### src/rtl/traffic_conflict_monitor.sv
// Lamp safety stage: registers controller lamp outputs and forces all-red on illegal patterns.
// Define TCM_FLASH_EN to flash the reds while in FAULT instead of holding them steady.
module traffic_conflict_monitor #(
  parameter int unsigned MIN_YELLOW = 4,
  parameter int unsigned PERSIST    = 2,
  parameter int unsigned ALLRED     = 8,
  parameter int unsigned FLASH_DIV  = 16
) (
  input  logic       clk,
  input  logic       reset,
  input  logic [3:0] r_in,
  input  logic [3:0] y_in,
  input  logic [3:0] g_in,
  input  logic       fault_clr,
  output logic [3:0] r_out,
  output logic [3:0] y_out,
  output logic [3:0] g_out,
  output logic       fault,
  output logic [2:0] fault_code
);

  localparam int unsigned YW = $clog2(MIN_YELLOW + 1);
  localparam int unsigned PW = $clog2(PERSIST + 1);
  localparam int unsigned AW = $clog2(ALLRED + 1);

  localparam logic [YW-1:0] Y_MAX  = YW'(MIN_YELLOW);
  localparam logic [PW-1:0] P_MAX  = PW'(PERSIST);
  localparam logic [AW-1:0] A_LAST = AW'(ALLRED - 1);

  localparam logic [2:0] CODE_NONE     = 3'd0;
  localparam logic [2:0] CODE_DARK     = 3'd1;
  localparam logic [2:0] CODE_MULTI    = 3'd2;
  localparam logic [2:0] CODE_CONFLICT = 3'd3;
  localparam logic [2:0] CODE_SHORT_Y  = 3'd4;
  localparam logic [2:0] CODE_SKIP_Y   = 3'd5;

  if (MIN_YELLOW < 1 || PERSIST < 1 || ALLRED < 1 || FLASH_DIV < 1) begin : g_param_check
    $error("traffic_conflict_monitor: all parameters must be >= 1");
  end

  typedef enum logic [1:0] {
    ST_MONITOR = 2'd0,
    ST_FAULT   = 2'd1,
    ST_RECOVER = 2'd2
  } state_t;

  state_t              r_state;
  logic [AW-1:0]       r_acnt;
  logic [PW-1:0]       r_pcnt;
  logic [3:0][YW-1:0]  r_ycnt;
  logic [3:0]          r_prev_g;

`ifdef TCM_FLASH_EN
  localparam int unsigned FW     = $clog2(FLASH_DIV + 1);
  localparam logic [FW-1:0] F_LAST = FW'(FLASH_DIV - 1);
  logic [FW-1:0]       r_fcnt;
`endif

  logic [3:0]          w_yg;
  logic [3:0]          w_multi_dir;
  logic [3:0]          w_dark_dir;
  logic [3:0]          w_short;
  logic [3:0]          w_skip;
  logic                w_conflict;
  logic                w_static_any;
  logic                w_static_trip;
  logic                w_trip;
  logic [2:0]          w_static_code;
  logic [2:0]          w_event_code;
  logic [2:0]          w_trip_code;
  logic [PW-1:0]       w_pcnt_nxt;
  logic [3:0][YW-1:0]  w_ycnt_nxt;

  // Static and event checks on the current sample, plus next counter values.
  always_comb begin
    w_yg         = y_in | g_in;
    w_conflict   = (w_yg & (w_yg - 4'd1)) != 4'd0;
    w_multi_dir  = (r_in & y_in) | (r_in & g_in) | (y_in & g_in);
    w_dark_dir   = ~(r_in | y_in | g_in);
    w_static_any = w_conflict || (|w_multi_dir) || (|w_dark_dir);

    w_static_code = CODE_NONE;
    if (w_conflict)        w_static_code = CODE_CONFLICT;
    else if (|w_multi_dir) w_static_code = CODE_MULTI;
    else if (|w_dark_dir)  w_static_code = CODE_DARK;

    w_pcnt_nxt = '0;
    if (w_static_any) w_pcnt_nxt = (r_pcnt == P_MAX) ? P_MAX : r_pcnt + PW'(1);
    w_static_trip = w_static_any && (w_pcnt_nxt == P_MAX);

    w_short    = '0;
    w_skip     = '0;
    w_ycnt_nxt = '0;
    for (int i = 0; i < 4; i++) begin
      w_short[i] = !y_in[i] && (r_ycnt[i] != '0) && (r_ycnt[i] < Y_MAX);
      w_skip[i]  = r_prev_g[i] && r_in[i] && !y_in[i] && !g_in[i];
      if (y_in[i]) w_ycnt_nxt[i] = (r_ycnt[i] == Y_MAX) ? Y_MAX : r_ycnt[i] + YW'(1);
    end

    w_event_code = CODE_NONE;
    if (|w_skip)       w_event_code = CODE_SKIP_Y;
    else if (|w_short) w_event_code = CODE_SHORT_Y;

    w_trip      = w_static_trip || (w_event_code != CODE_NONE);
    w_trip_code = w_static_trip ? w_static_code : w_event_code;
  end

  // Monitor state machine with registered lamp drive and fault reporting.
  always_ff @(posedge clk) begin
    if (reset) begin
      r_state    <= ST_RECOVER;
      r_acnt     <= '0;
      r_pcnt     <= '0;
      r_ycnt     <= '0;
      r_prev_g   <= '0;
      r_out      <= 4'hF;
      y_out      <= 4'h0;
      g_out      <= 4'h0;
      fault      <= 1'b0;
      fault_code <= CODE_NONE;
`ifdef TCM_FLASH_EN
      r_fcnt     <= '0;
`endif
    end else begin
      r_pcnt   <= w_pcnt_nxt;
      r_ycnt   <= w_ycnt_nxt;
      r_prev_g <= g_in;

      if (r_state != ST_FAULT && w_trip) begin
        r_state    <= ST_FAULT;
        r_out      <= 4'hF;
        y_out      <= 4'h0;
        g_out      <= 4'h0;
        fault      <= 1'b1;
        fault_code <= w_trip_code;
`ifdef TCM_FLASH_EN
        r_fcnt     <= '0;
`endif
      end else begin
        case (r_state)
          ST_MONITOR: begin
            r_out <= r_in;
            y_out <= y_in;
            g_out <= g_in;
          end
          ST_RECOVER: begin
            if (r_acnt == A_LAST) begin
              r_state <= ST_MONITOR;
              r_out   <= r_in;
              y_out   <= y_in;
              g_out   <= g_in;
            end else begin
              r_acnt <= r_acnt + AW'(1);
              r_out  <= 4'hF;
              y_out  <= 4'h0;
              g_out  <= 4'h0;
            end
          end
          ST_FAULT: begin
            y_out <= 4'h0;
            g_out <= 4'h0;
            if (fault_clr && !w_static_any) begin
              r_state    <= ST_RECOVER;
              r_acnt     <= '0;
              r_out      <= 4'hF;
              fault      <= 1'b0;
              fault_code <= CODE_NONE;
            end else begin
`ifdef TCM_FLASH_EN
              if (r_fcnt == F_LAST) begin
                r_fcnt <= '0;
                r_out  <= ~r_out;
              end else begin
                r_fcnt <= r_fcnt + FW'(1);
              end
`else
              r_out <= 4'hF;
`endif
            end
          end
          default: begin
            r_state <= ST_RECOVER;
            r_acnt  <= '0;
            r_out   <= 4'hF;
            y_out   <= 4'h0;
            g_out   <= 4'h0;
          end
        endcase
      end
    end
  end

endmodule
### config.mk
export PLATFORM = sky130hd
export DESIGN_NAME = traffic_conflict_monitor
export DESIGN_NICKNAME = d
export VERILOG_FILES = /design/src/rtl/traffic_conflict_monitor.sv
export SDC_FILE = /design/constraint.sdc
export NUM_CORES = 1
export LEC_CHECK = 0
export CORE_MARGIN = 2
export CORE_UTILIZATION = 47
export CTS_CLUSTER_DIAMETER = 40
export DETAILED_ROUTE_END_ITERATION = 6
export MAX_ROUTING_LAYER = met4
export PLACE_DENSITY = 0.85
export SETUP_SLACK_MARGIN = 0.2
export SLEW_MARGIN = 20
export SYNTH_ARGS = -nofsm -noshare
export SYNTH_HDL_FRONTEND = slang
export SYNTH_SLANG_ARGS = --single-unit
### constraint.sdc
create_clock -name clk -period 1.95 [get_ports clk]
set_input_delay 0.195 -clock clk [delete_from_list [all_inputs] [get_ports clk]]
set_output_delay 0.195 -clock clk [all_outputs]
set_load 0.02 [all_outputs]
==> flow_metrics.env, run 1 <==
export IMPL_outcome="finished, violations left"
export IMPL_violations="setup timing"
export IMPL_cp_top_family="simple AND/OR/NAND/NOR gates"
export IMPL_layout_drive_gt1_share_pct=34.0
export IMPL_start_util_pct=49.2
export IMPL_cts_root_buf="clkbuf_8"
export IMPL_first_pass_iters=4
export IMPL_syn_area_um2=1810
export IMPL_port_buffers=30
export IMPL_crit_chain="inv_2 > ha_4 > nor3_4 > nor2_4 > o311ai_4 > or2_4 > a2111o_1 > or3_1"
export IMPL_yosys_top_cells_area="dfxtp_1 (44%), ha_1 (6.9%), nor2b_1 (3.8%)"
export IMPL_fill_cells=264
export IMPL_tightest_slew_ns=0.424
export IMPL_nets=289
export IMPL_clkTransAtPathRegs_ns=0.07
export IMPL_core_area_um2=3690
export IMPL_relSlewSlack_pct=71.5
export IMPL_period_needed_ns=2.02
export IMPL_ios=31
export IMPL_synthCells=196
export IMPL_ys_ff_latch=40
export IMPL_slew_viol_final=0
export IMPL_overflow=0
export IMPL_grt_pass1_wl_um=7710
export IMPL_leakage_nw=1.18
export IMPL_synth_top_area_share_pct=44.2
export IMPL_grt_setup_unrepaired="true"
export IMPL_hold_path_class="input port to register"
export IMPL_detail_route_drc_violations=0
export IMPL_hpwl_um=3180
export IMPL_powerDensity_nw_per_um2=802
export IMPL_syn_area_per_cell_um2=9.25
export IMPL_fmax_mhz=495
export IMPL_post_place_ws_ns=-0.594
export IMPL_grt_max_degree=20
export IMPL_yosysTopAreaCell="dfxtp_1"
export IMPL_cts_tree="built"
export IMPL_criticalPathCategory="register to register"
export IMPL_ir_drop_uv=515
export IMPL_fin_util_pct=74.1
export IMPL_place_gp_congestion=0.837
export IMPL_die_y_um=66.1
export IMPL_clkLatencyLatePin_ns=0.30
export IMPL_yosysWarnings=0
export IMPL_setup_viol=2
export IMPL_route_detailed_wl_per_inst_um=16.8
export IMPL_synth_seq_area_share_pct=44.2
export IMPL_grt_total_usage_pct=24.1
export IMPL_via_per_inst=5.67
export IMPL_rows=22
export IMPL_required_ns=2.13
export IMPL_numCtsBuffers=5
export IMPL_drt_total_wl_um=5260
export IMPL_first_global_vias=1744
export IMPL_hold_viol_final=0
export IMPL_die_width_um=66.1
export IMPL_htree_levels=2
export IMPL_grt_antenna_before_repair=0
export IMPL_cts_path_max_buffers=2
export IMPL_slowest_delay_ns=0.41
export IMPL_vias=1776
export IMPL_crit_path_top_delay_cell="or3_1"
export IMPL_path_buf_inv=1
export IMPL_synth_nets=221
export IMPL_diodes=0
export IMPL_die_area_um2=4370
export IMPL_synth_cell_type_count=45
export IMPL_cap_violations=0
export IMPL_cts_hold_buf=0
export IMPL_setup_ws_ns=-0.0689
export IMPL_worstPathMaxFanout=6
export IMPL_area_growth_pct=50.8
export IMPL_ant_nets=0
export IMPL_period_share_pct=104
export IMPL_dr_first_iter_drc_count=88
export IMPL_crit_path_end_kind="register"
export IMPL_skew_ns=0.00526
export IMPL_cts_sinks=40
export IMPL_crit_arrival_ns=2.20
export IMPL_cp_start_kind="register"
-- layer usage --
layer | vias up | GRT usage [%] | share of wire, %
met4 | 0 | 9.69 | 4.2
met3 | 23 | 6.13 | 5.7
met1 | 844 | 25.2 | 38
li1 | 837 | - | -
met2 | 72 | 43.1 | 52
met5 | - | - | 0
-- placed cells by master (no fill, tap or decap), types with 5 or more instances in the layout --
master	synthesis	layout
dfxtp_1	40	34
buf_4	0	30
clkdlybuf4s50_1	0	19
nand2_1	11	10
nor2b_1	11	10
inv_1	14	8
nand3_1	10	8
and3_1	8	8
ha_1	10	7
dlygate4sd2_1	0	7
inv_2	0	6
and2b_1	6	6
dfxtp_2	0	6
nor3_1	7	5
or3_1	6	5
clkbuf_8	0	5
buf_6	1	5
-- per-stage QoR --
stage          std cells  area, um2  hold WS [ns]  setup TNS, ns  total power, mW
3_5_place_dp         298       2380         0.462         -11.71             1.41
2_1_floorplan        196       1840         0.299         -0.104             1.18
4_1_cts              311       2610         0.324         -0.739             2.09
6_report             313       2730         0.253        -0.0763             2.19
5_1_grt              313       2730         0.267         -0.651             2.28
3_3_place_gp         298       2380         0.447          -8.95             1.39
-- power breakdown --
part | switching [mW] | internal (mW) | total [mW]
Combinational | 0.297 | 0.312 | 0.610
Clock | 0.282 | 0.379 | 0.662
Sequential | 0.0440 | 0.878 | 0.922
-- cell families (layout without fill, tap and decap cells) --
kind of cell	count (synthesis)	count (layout)	share of synthesized area, %
flops	40	40	44.2
simple gates	88	88	28.3
compound gates	38	38	15.3
fa+ha+maj	10	10	6.90
mux	2	2	1.10
buf+inv	18	87	4.21
-- flip-flops by register name, summed over array words and instances (netlist names), 3 cells and up --
register and cells:
r_ycnt 12, g_out 4, r_acnt 4, r_out 4
r_prev_g 4, y_out 4, fault_code 3
-- what timing repair did --
action	CTS	global route
gates resized for setup	39	32
cloned	0	0
pin swaps	11	18
setup buffers	5	2
setup endpoints to repair	24	24
-- worst register-to-register path: stages, from the launching register on --
cell	delay, ns
dfxtp_2	0.33
inv_2	0.07
ha_4	0.15
nor3_4	0.04
nor2_4	0.15
o311ai_4	0.13
or2_4	0.26
a2111o_1	0.37
or3_1	0.41
-- final cells by class --
cell class / instances / area [um2] / area share (%)
inverter: 14 / 52.6 / 1.92
timing repair buffer: 65 / 573 / 21.0
multi-input combinational: 138 / 1130 / 41.4
clock inverter: 2 / 35.0 / 1.28
tap: 48 / 60.1 / 2.20
clock buffer: 6 / 72.6 / 2.65
sequential: 40 / 808 / 29.6
-- cell usage after synthesis, drive strengths merged --
library cell / instances
dfxtp: 40
inv: 14
nand2: 11
nor2b: 11
ha: 10
nand3: 10
o21ai: 10
nor2: 9
and3: 8
nor3: 7
a21oi: 6
and2b: 6
or3: 6
a31oi: 4
and2: 4
nand4: 4
nor4: 4
o211ai: 3
a21o: 2
a22oi: 2
a32oi: 2
buf: 2
clkbuf: 2
mux2i: 2
nand2b: 2
or2: 2
or4: 2
a2111o: 1
a211oi: 1
a31o: 1
a32o: 1
a41o: 1
a41oi: 1
nand3b: 1
nor3b: 1
o21bai: 1
o22ai: 1
o311ai: 1
-- final timing paths --
| kind | startpoint | end | slack (ns) | depth (start not counted) |
|---|---|---|---|---|
| hold / removal | r_in[3] | r_out[3] | 0.25 | 2 |
| setup / recovery | r_ycnt[3] | r_out[1] | -0.07 | 8 |
| setup reg to reg | r_ycnt[3] | r_out[1] | -0.07 | 8 |
| hold reg to reg | fault | fault | 0.46 | 2 |
(Power assumes the default switching activity.)
==> run 2, diff against run 1 <==
--- a/config.mk
+++ b/config.mk
@@ -5,6 +5,7 @@
 export SDC_FILE = /design/constraint.sdc
 export NUM_CORES = 1
 export LEC_CHECK = 0
+export CORE_ASPECT_RATIO = 2
 export CORE_MARGIN = 2
 export CORE_UTILIZATION = 47
 export CTS_CLUSTER_DIAMETER = 40
==> run 2 against run 1 <==
The run still ends with setup timing left. Clock skew increased by 0.0029 ns. Non-clock buffer count unchanged. Register-to-register slack got worse by 0.03 ns. Die area increased by 0.68%. Largest power group unchanged.
==> flow_metrics.env, run 2 (synthesis gave the netlist of run 1 again) <==
export IMPL_outcome="finished, violations left"
export IMPL_violations="setup timing"
export IMPL_ios=31
export IMPL_powerDensity_nw_per_um2=796
export IMPL_largest_register="r_ycnt"
export IMPL_first_pass_iters=4
export IMPL_diodes=0
export IMPL_use_met2_pct=39.8
export IMPL_first_global_vias=1713
export IMPL_hold_viol_final=0
export IMPL_intPower_mw=1.55
export IMPL_grt_busiest_layer="met2"
export IMPL_fin_area_um2=2700
export IMPL_place_gp_congestion=0.918
export IMPL_drt_total_wl_um=4620
export IMPL_via_per_inst=5.49
export IMPL_crit_arrival_ns=2.22
export IMPL_clkTransAtPathRegs_ns=0.08
export IMPL_cap_violations=0
export IMPL_largest_reg_flops=12
export IMPL_crit_path_end_kind="register"
export IMPL_worstPathMaxFanout=3
export IMPL_fill_cells=301
export IMPL_cts_path_max_buffers=2
export IMPL_port_buffers=30
export IMPL_setup_ws_ns=-0.100
export IMPL_layout_common_cells="dfxtp_1 (34), buf_4 (29), clkdlybuf4s50_1 (20)"
export IMPL_area_growth_pct=49.1
export IMPL_skew_ns=0.00818
export IMPL_htree_levels=2
export IMPL_setup_viol=16
export IMPL_cts_root_buf="clkbuf_8"
export IMPL_switching_share_pct=27.8
export IMPL_regArea_um2=808
export IMPL_fmax_mhz=488
export IMPL_grt_use_met3_pct=4.13
export IMPL_rows=32
export IMPL_hpwl_um=3200
export IMPL_cp_start_kind="register"
export IMPL_grt_met1_usage_pct=27.4
export IMPL_dp_cells=300
export IMPL_vias=1736
export IMPL_placed_area_um2=2380
export IMPL_grt_pass1_wl_um=7490
export IMPL_nets=289
export IMPL_numCtsBuffers=5
export IMPL_cts_tree="built"
export IMPL_hold_path_class="input port to register"
export IMPL_ir_drop_uv=617
export IMPL_grt_setup_unrepaired="true"
export IMPL_ant_nets=0
export IMPL_multiInputGateArea_um2=1090
export IMPL_clockPowerShare_pct=30.4
export IMPL_start_util_pct=48.2
export IMPL_grt_max_degree=20
export IMPL_die_width_um=47.9
export IMPL_layout_drive_gt1_share_pct=30.9
export IMPL_criticalPathCategory="register to register"
export IMPL_tns_ns=-0.824
export IMPL_detail_route_drc_violations=0
export IMPL_relSlewSlack_pct=76.4
export IMPL_cts_sinks=40
export IMPL_leakage_nw=1.15
export IMPL_core_area_um2=3760
export IMPL_dr_first_iter_drc_count=77
export IMPL_cts_hold_buf=0
export IMPL_required_ns=2.12
export IMPL_die_area_um2=4400
export IMPL_stdcell_count=316
export IMPL_clkLatencyLatePin_ns=0.30
export IMPL_die_y_um=91.8
export IMPL_overflow=0
export IMPL_grt_antenna_before_repair=0
export IMPL_combPwrFrac_pct=26.9
export IMPL_tightest_slew_ns=0.352
export IMPL_p_seq_share_pct=42.7
export IMPL_layout_commonest_cell="dfxtp_1"
export IMPL_slew_viol_final=0
export IMPL_period_share_pct=105
export IMPL_period_needed_ns=2.05
export IMPL_grt_total_usage_pct=24.2
export IMPL_p_switching_uw=599
export IMPL_route_detailed_wl_per_inst_um=14.6
==> run 2: per-stage QoR <==
stage	util, %	setup slack, ns	power [mW]	hold slack, ns
2_1_floorplan	-	-0.0519	1.18	0.299
3_5_place_dp	63.2	-0.602	1.40	0.456
3_3_place_gp	63.2	-0.535	1.38	0.446
6_report	71.8	-0.100	2.15	0.253
4_1_cts	70.8	-0.131	2.12	0.290
5_1_grt	71.8	-0.193	2.24	0.271
==> run 2: final timing paths <==
kind              startpoint   endpoint  slack (ns)  depth (start not counted)
hold reg to reg        fault      fault        0.48                          2
setup / recovery   r_ycnt[3]  r_acnt[3]       -0.10                         10
setup reg to reg   r_ycnt[3]  r_acnt[3]       -0.10                         10
hold / removal       r_in[0]   r_out[0]        0.25                          2
==> run 2: layer usage <==
metal,wire length [um],share of wire (%)
met1,1830,40
met3,282,6.1
met5,0,0
met4,89,1.9
met2,2420,52
==> run 2: power by group through the flow <==
stage / clock network [mW] / registers (mW) / logic, mW
2_1_floorplan: 0 / 0.957 / 0.221
6_report: 0.655 / 0.919 / 0.578
5_1_grt: 0.693 / 0.923 / 0.624
3_3_place_gp: 0 / 0.928 / 0.455
4_1_cts: 0.667 / 0.916 / 0.538
3_5_place_dp: 0 / 0.931 / 0.468
==> run 2: critical path, cell delays in order (launching register included) <==
cell	delay, ns
dfxtp_2	0.33
inv_2	0.07
ha_4	0.15
nor3_4	0.04
nor2_2	0.16
o311ai_4	0.13
buf_4	0.15
or4_4	0.52
buf_6	0.14
o211ai_1	0.16
nand3_1	0.09
==> run 2: repair_timing <==
action,4_1_cts,5_1_grt
buffers inserted,7,1
endpoints found under the setup margin,24,24
hold endpoints to repair,0,0
gates resized for setup,50,8
pin swaps,20,12
==> run 2: cell type report <==
cell class,instances,share of cell area (%)
Sequential cell,40,29.9
Tap cell,51,2.36
Clock inverter,2,1.30
Multi-Input combinational cell,138,40.4
Inverter,14,1.94
Timing Repair Buffer,65,21.4
Clock buffer,6,2.68
